`src/rtl/lenet_argmax_stream.sv`:
```
// Streaming argmax back-end: tracks the running signed maximum of NUM_CLASSES scores per frame.
// Optional RELU_CLAMP_EN: negative scores are clamped to zero before comparison.
module lenet_argmax_stream #(
  parameter  int DATA_W      = 8,
  parameter  int NUM_CLASSES = 10,
  localparam int IDX_W       = $clog2(NUM_CLASSES)
) (
  input  logic                   clk,
  input  logic                   reset_n,
  input  logic                   in_valid,
  output logic                   in_ready,
  input  logic [DATA_W-1:0]      in_data,
  input  logic                   in_last,
  output logic                   out_valid,
  input  logic                   out_ready,
  output logic [IDX_W-1:0]       out_index,
  output logic [NUM_CLASSES-1:0] out_onehot,
  output logic [DATA_W-1:0]      out_max,
  output logic                   out_len_err,
  output logic [NUM_CLASSES-1:0] led
);

  // state | meaning
  // IDLE  | waiting for the first beat of a frame
  // ACCUM | comparing beats 1..NUM_CLASSES-1 against the running max
  // HOLD  | result registered, waiting for the consumer
  typedef enum logic [1:0] {IDLE, ACCUM, HOLD} state_t;

  state_t                   state_q, state_d;
  logic [IDX_W-1:0]         count_q, count_d;
  logic [IDX_W-1:0]         idx_q, idx_d;
  logic signed [DATA_W-1:0] max_q, max_d;
  logic                     out_valid_q, out_valid_d;
  logic [IDX_W-1:0]         out_index_q, out_index_d;
  logic [NUM_CLASSES-1:0]   out_onehot_q, out_onehot_d;
  logic signed [DATA_W-1:0] out_max_q, out_max_d;
  logic                     out_len_err_q, out_len_err_d;
  logic [NUM_CLASSES-1:0]   led_q, led_d;

  logic signed [DATA_W-1:0] score;
  logic signed [DATA_W-1:0] win_max;
  logic [IDX_W-1:0]         beat_idx, win_idx;
  logic                     accept, better, frame_end, last_beat_pos;

`ifdef RELU_CLAMP_EN
  assign score = in_data[DATA_W-1] ? '0 : in_data;
`else
  assign score = in_data;
`endif

  assign in_ready = reset_n && (state_q != HOLD);
  assign accept   = in_valid && in_ready;

  always_comb begin
    state_d       = state_q;
    count_d       = count_q;
    idx_d         = idx_q;
    max_d         = max_q;
    out_valid_d   = out_valid_q;
    out_index_d   = out_index_q;
    out_onehot_d  = out_onehot_q;
    out_max_d     = out_max_q;
    out_len_err_d = out_len_err_q;
    led_d         = led_q;

    // First beat of a frame always wins; later beats need a strictly greater score.
    beat_idx      = (state_q == IDLE) ? '0 : count_q;
    better        = (state_q == IDLE) || (score > max_q);
    win_idx       = better ? beat_idx : idx_q;
    win_max       = better ? score : max_q;
    last_beat_pos = (beat_idx == IDX_W'(NUM_CLASSES - 1));
    frame_end     = in_last || last_beat_pos;

    case (state_q)
      IDLE, ACCUM: begin
        if (accept) begin
          idx_d   = win_idx;
          max_d   = win_max;
          count_d = beat_idx + IDX_W'(1);
          state_d = ACCUM;
          if (frame_end) begin
            state_d       = HOLD;
            count_d       = '0;
            out_valid_d   = 1'b1;
            out_index_d   = win_idx;
            out_max_d     = win_max;
            out_len_err_d = !(in_last && last_beat_pos);
            for (int i = 0; i < NUM_CLASSES; i++) begin
              out_onehot_d[i] = (win_idx == IDX_W'(i));
            end
          end
        end
      end
      HOLD: begin
        if (out_ready) begin
          led_d       = out_onehot_q;
          out_valid_d = 1'b0;
          count_d     = '0;
          state_d     = IDLE;
        end
      end
      default: state_d = IDLE;
    endcase
  end

  always_ff @(posedge clk or negedge reset_n) begin
    if (!reset_n) begin
      state_q       <= IDLE;
      count_q       <= '0;
      idx_q         <= '0;
      max_q         <= '0;
      out_valid_q   <= 1'b0;
      out_index_q   <= '0;
      out_onehot_q  <= '0;
      out_max_q     <= '0;
      out_len_err_q <= 1'b0;
      led_q         <= '0;
    end else begin
      state_q       <= state_d;
      count_q       <= count_d;
      idx_q         <= idx_d;
      max_q         <= max_d;
      out_valid_q   <= out_valid_d;
      out_index_q   <= out_index_d;
      out_onehot_q  <= out_onehot_d;
      out_max_q     <= out_max_d;
      out_len_err_q <= out_len_err_d;
      led_q         <= led_d;
    end
  end

  assign out_valid   = out_valid_q;
  assign out_index   = out_index_q;
  assign out_onehot  = out_onehot_q;
  assign out_max     = out_max_q;
  assign out_len_err = out_len_err_q;
  assign led         = led_q;

endmodule

```
`config.mk`:
```
export PLATFORM = sky130hd
export DESIGN_NAME = lenet_argmax_stream
export DESIGN_NICKNAME = d
export VERILOG_FILES = /design/src/rtl/lenet_argmax_stream.sv
export SDC_FILE = /design/constraint.sdc
export NUM_CORES = 1
export LEC_CHECK = 0
export CAP_MARGIN = 20
export CORE_UTILIZATION = 50
export DETAILED_ROUTE_END_ITERATION = 7
export DONT_BUFFER_PORTS = 1
export PLACE_DENSITY = 0.71
export SYNTH_ARGS = -nofsm -noshare
export SYNTH_HDL_FRONTEND = slang
export SYNTH_SLANG_ARGS = --single-unit
```
`constraint.sdc`:
```
create_clock -name clk -period 2.54 [get_ports clk]
set_clock_uncertainty 0.1 [all_clocks]
set_input_delay 0.508 -clock clk [delete_from_list [all_inputs] [get_ports clk]]
set_output_delay 0.508 -clock clk [all_outputs]
set_load 0.02 [all_outputs]
```
==> qor.txt, run 1 <==
status = completed
Row Count = 26
largest net degree at the start of global routing = 53
post-synthesis xor/xnor area fraction = 0%
initial antenna violation count = 0
Primary FF master, synth = dfrtp_1
Max Used Layer = met4
residual DRC count = 0
R2R Path Start = count_q[0]
Critical Path RT = 2680 ps
r2r setup slk = 200 ps
clock-pin slew on the worst setup and hold paths = 90 ps
Max Freq = 428 MHz
RSZ-0062 raised after global routing = no
Cell Area, Synth = 2800 um2
Min-Delay Endpoint = count_q[0]
routability cong. = 0.877
slew margin rel. = 72.4%
DP Worst Slack = 127 ps
NumNets Final = 308
Worst Setup End Kind = flip-flop
Synth top area share = 46.5%
io pins = 48
EDFF count, synth = 0
1st-iter DRT viols = 215
Cells after Synth = 275
final worst slack = 204 ps
Worst-Margin Slew = 412 ps
adder and majority gate portion of the synthesized area = 4.47%
final-report hold violation count = 0
mux cell area share after synthesis = 8.40%
Clock Path Buffers = 2
#FFs+latches synth = 52
WS Path Type = flip-flop to flip-flop
setup TNS = 0 ps
Initial Util = 53.4%
Cell variety after synth = 50
Peak supply drop = 0.000427 V
Leak Pwr = 1.34 nW
R2R depth = 9
reg-to-reg endpoint = out_index[3]
Die X = 76.8 um
final instance area = 3090 um2
Via density = 6.25
CTS tree = done
die area = 5900 um2
simple-gate portion of the synthesized area = 17.5%
worst hold stages = 1
Seq/Total Area, Yosys = 46.5%
worst-path fanout max = 8
syn nets = 298
asr flop ratio synth = 100%
Routed Wire Length = 6750 um
first-pass GRT wire length = 11300 um
main area contributors after synthesis = dfrtp_1, mux2_2, ha_1
Detail Route Antenna Nets = 0
Tot GR Track Use = 24.2%
Met3 Wirelength = 505 um
number of diodes = 0
synthesis-to-finish area growth = 10.5%
Synth Warn # = 0
Core Box Area = 5240 um2
CTS Root Cell = clkbuf_8
final slew viol count = 0
filler-free cell count of the finished design = 356
wire length on met2 = 3280 um
dpl cell area = 2940 um2
power after layout = 2.31 mW
most frequent cells in the layout = dfrtp_1, nand2_1, nor2_1, buf_4, nand4_1
htree depth = 2
Die Ht = 76.8 um
vias in the first global route = 2293
fin crit share = 92.0%
Pwr Density = 746 nW/um2
TritonCTS Buffers = 5
Synth area leader = dfrtp_1
WHS = 190 ps
Finished Core Util = 59.1%
Metal-1 WL = 2900 um
most common cell after layout, fill and taps aside = dfrtp_1
DR pass1 iterations = 4
CP Launch Type = flip-flop
syn avg cell area = 10.2 um2
worst-skew pair later-pin latency = 310 ps
share of layout cells above drive strength 1 = 18.2%
DP HPWL = 4530 um
CTS Sinks = 52
main combinational cell family by area after synthesis = compound AO/OA/AOI/OAI gates
routed len/inst = 19.0 um
min cycle time layout = 2340 ps
I/O Buffers = 0
GRT overflow = 0
Worst EP arrival = 2470 ps
Setup violations, final = 0
routed via count = 2226
Max-cap violations = 0
Hold Path Class = input port to flip-flop
placed insts = 346
area fraction in compound gates after synthesis = 18.2%
hold_sp = in_last
flip-flops by register name, indices dropped and copies added (netlist names):
name         cells
idx_q            4
out_max          8
out_index        4
out_valid        1
state_q          2
led             10
out_len_err      1
count_q          4
out_onehot      10
max_q            8
worst max-delay path, stage by stage (launching register included):
cell      delay (ps)
dfrtp_1          490
inv_1            180
nor2_1           180
ha_1             180
nand3b_1         130
o21ai_2          230
nand2_1          120
buf_4            180
o41a_1           400
o21ai_0           70
cells in the mapped netlist, types with 8 or more instances:
library cell  number
a31oi_1            9
clkbuf_1           8
dfrtp_1           52
ha_1              10
inv_1             13
mux2_2            12
nand2_1           31
nand4_1           14
nor2_1            19
o211ai_1           9
o31ai_1           10
where the power goes:
part | switching, mW | internal (mW) | leakage, nW
Sequential | 0.179 | 0.940 | 0.665
Clock | 0.275 | 0.292 | 0.0541
Combinational | 0.369 | 0.255 | 0.624
Total | 0.823 | 1.49 | 1.34
cell families after synthesis:
kind of cell,count (synthesis)
fa+ha+maj,10
flops,52
compound gates,66
buf+inv,31
mux,19
simple gates,97
layer usage:
layer,global-route usage (%),up-vias
met5,0,-
met2,38.1,89
met3,5.83,5
met1,32.1,1076
met4,9.42,0
li1,-,1056
layout make-up:
class,count,area [um2]
fill,441,2140
timing repair buffer,21,180
sequential,52,1300
multi-input combinational,192,1370
tap,70,87.6
clock inverter,3,42.5
clock buffer,5,68.8
inverter,13,48.8
worst max-delay path by stage:
| stage | start | depth (start not counted) | to |
|---|---|---|---|
| 5_1_grt | count_q[0] | 8 | out_onehot[8] |
| 3_3_place_gp | in_data[1] | 7 | max_q[1] |
| 4_1_cts | state_q[1] | 9 | out_index[3] |
| 3_5_place_dp | in_data[1] | 7 | max_q[1] |
| 2_1_floorplan | state_q[1] | 10 | out_onehot[9] |
| 6_report | count_q[0] | 9 | out_index[3] |
repair_timing:
item                                    in CTS  in global routing
hold endpoints to repair                    52                  0
gates resized for setup                      0                  1
endpoints found under the setup margin       0                  5
setup buffers                                0                  0
hold buffers                                 2                  0
No activity file was read; power rests on OpenSTA's default activity.
==> inputs of run 2 (changes only) <==
CTS_CLUSTER_SIZE = 30   (was not set)
==> results of run 2 <==
Same layout as run 1: the final DEF is identical, and so are final timing and power.
==> inputs of run 3 (changes only) <==
CORE_ASPECT_RATIO = 0.75   (was not set)
==> qor.txt, run 3 (synthesis gave the netlist of run 1 again) <==
Max Freq = 424 MHz (-0.98%)
Fillers = 468 (+6.1%)
clock share of power = 27.3% (+2.8 points)
Die Ht = 66.8 um (-13%)
Row Count = 23 (-12%)
status = completed
Clock Path Buffers = 2 (unchanged)
worst-skew pair later-pin latency = 310 ps (about the same)
htree depth = 2 (unchanged)
clock-pin slew on the worst setup and hold paths = 90 ps (about the same)
1st-iter DRT viols = 193 (-10%)
placed insts = 351 (+1.4%)
slew margin rel. = 71.9% (-0.51 points)
DR pass1 iterations = 4 (unchanged)
min cycle time layout = 2360 ps (+23.1 ps)
residual DRC count = 0 (unchanged)
Tot GR Track Use = 24.5% (+0.32 points)
CTS Sinks = 52 (unchanged)
TritonCTS Buffers = 5 (unchanged)
routability cong. = 0.891 (+1.5%)
share of layout cells above drive strength 1 = 18.2% (+0.064 points)
Critical Path RT = 2680 ps (about the same)
die area = 5900 um2 (about the same)
routed len/inst = 18.6 um (-2.0%)
WS Path Type = flip-flop to flip-flop
Hold Path Class = input port to flip-flop
most frequent cells in the layout = dfrtp_1, nand2_1, nor2_1, buf_4, nand4_1
initial antenna violation count = 0 (unchanged)
routed via count = 2204 (-0.99%)
Detail Route Antenna Nets = 0 (unchanged)
filler-free cell count of the finished design = 360 (+1.1%)
Pint = 1.59 mW (+6.6%)
I/O Buffers = 0 (unchanged)
Sw Ratio = 34.0% (-1.6 points)
setup bufs post-CTS = 0 (unchanged)
largest net degree at the start of global routing = 53 (unchanged)
Combinational Power Share = 26.2% (-0.8 points)
fin crit share = 92.9% (+0.91 points)
Max-cap violations = 0 (unchanged)
sequential share of power = 46.5% (-1.9 points)
synthesis-to-finish area growth = 11.6%
Initial Util = 52.3% (-1.1 points)
Core Box Area = 5350 um2 (+2.2%)
final slew viol count = 0 (unchanged)
WHS = 201 ps (+11.8 ps)
Leak Pwr = 1.35 nW (+0.76%)
area of the multi-input gates = 1370 um2 (+0.46%)
final-report hold violation count = 0 (unchanged)
Setup violations, final = 0 (unchanged)
Net Switching = 0.816 mW (-0.83%)
CTS tree = done
Peak supply drop = 0.000358 V (-16%)
setup TNS = 0 ps (unchanged)
vias in the first global route = 2110 (-8.0%)
CP Launch Type = flip-flop
CTS Root Cell = clkbuf_8
Die X = 88.4 um (+15%)
worst-path fanout max = 17 (+9)
NumNets Final = 308 (unchanged)
first-pass GRT wire length = 10800 um (-4.9%)
Worst Setup End Kind = flip-flop
Worst-Margin Slew = 421 ps (+9.50 ps)
GRT overflow = 0 (unchanged)
Routed Wire Length = 6690 um (-0.86%)
most common cell after layout, fill and taps aside = dfrtp_1
storage element area = 1300 um2 (unchanged)
Via density = 6.12 (-2.1%)
number of diodes = 0 (unchanged)
Pwr Density = 769 nW/um2 (+3.0%)
DP HPWL = 4590 um (+1.4%)
power after layout = 2.40 mW (+4.0%)
Worst EP arrival = 2500 ps (+30 ps)
RSZ-0062 raised after global routing = no
io pins = 48 (unchanged)
run 3: cell types whose count changed in the layout (fill, tap and decap cells not counted), sizes merged:
| cell | previous run | this run |
|---|---|---|
| bufinv | 1 | 2 |
| clkinv | 1 | 0 |
| clkinvlp | 1 | 0 |
run 3: routing by layer:
metal,wire [um],track usage (%),share of wire (%)
met1,3240,35.6,48
met2,2880,35.7,43
met3,519,5.82,7.8
met4,57,7.06,0.85
met5,0,5.05,0
run 3: what timing repair did:
action / 4_1_cts / 5_1_grt
setup endpoints to repair: 0 / 2
hold endpoints to repair: 52 / 0
gates resized for setup: 0 / 2
hold buffers: 2 / 0
run 3: critical path: stages, from the launching register on:
cell and delay, ps:
dfrtp_1 430, or2_2 300, nand2_1 130, ha_1 180, nand3b_1 120, o21ai_2 190, nand2_1 150, buf_4 240
nor4_2 290, a221o_1 160
run 3: worst paths after layout:
kind,start,to,slack (ps),depth (start not counted)
min in group asynchronous,reset_n,led[2],610,2
min,in_last,count_q[0],200,1
min reg2reg,max_q[0],max_q[0],450,1
max,state_q[0],out_index[1],180,9
max in group asynchronous,reset_n,idx_q[1],1500,2
max reg2reg,state_q[0],out_index[1],180,9
run 3: power groups by stage:
stage | registers, mW | clock network [mW] | logic [mW]
finish | 1.12 | 0.655 | 0.630
global route | 1.14 | 0.705 | 0.697
CTS | 1.12 | 0.672 | 0.620
detailed placement | 1.13 | 0 | 0.593
global placement | 1.13 | 0 | 0.579
floorplan | 1.10 | 0 | 0.440
run 3: per-stage QoR:
stage                     instance area (um2)  setup WS, ps  utilization (%)
after global placement                   2950           191             55.1
final                                    3120           181             58.4
after CTS                                3110           141             58.2
after detailed placement                 2950           157             55.1
after global routing                     3120         0.682             58.4
after floorplan                          2800          61.7                -
run 3: area by class of cell:
cell class	count	area share (%)
inverters	13	1.56
flip-flops and latches	52	41.6
well taps	75	3.00
clock inverters	2	1.92
multi-input cells	192	43.9
repair buffers	21	5.77
clock buffers	5	2.20
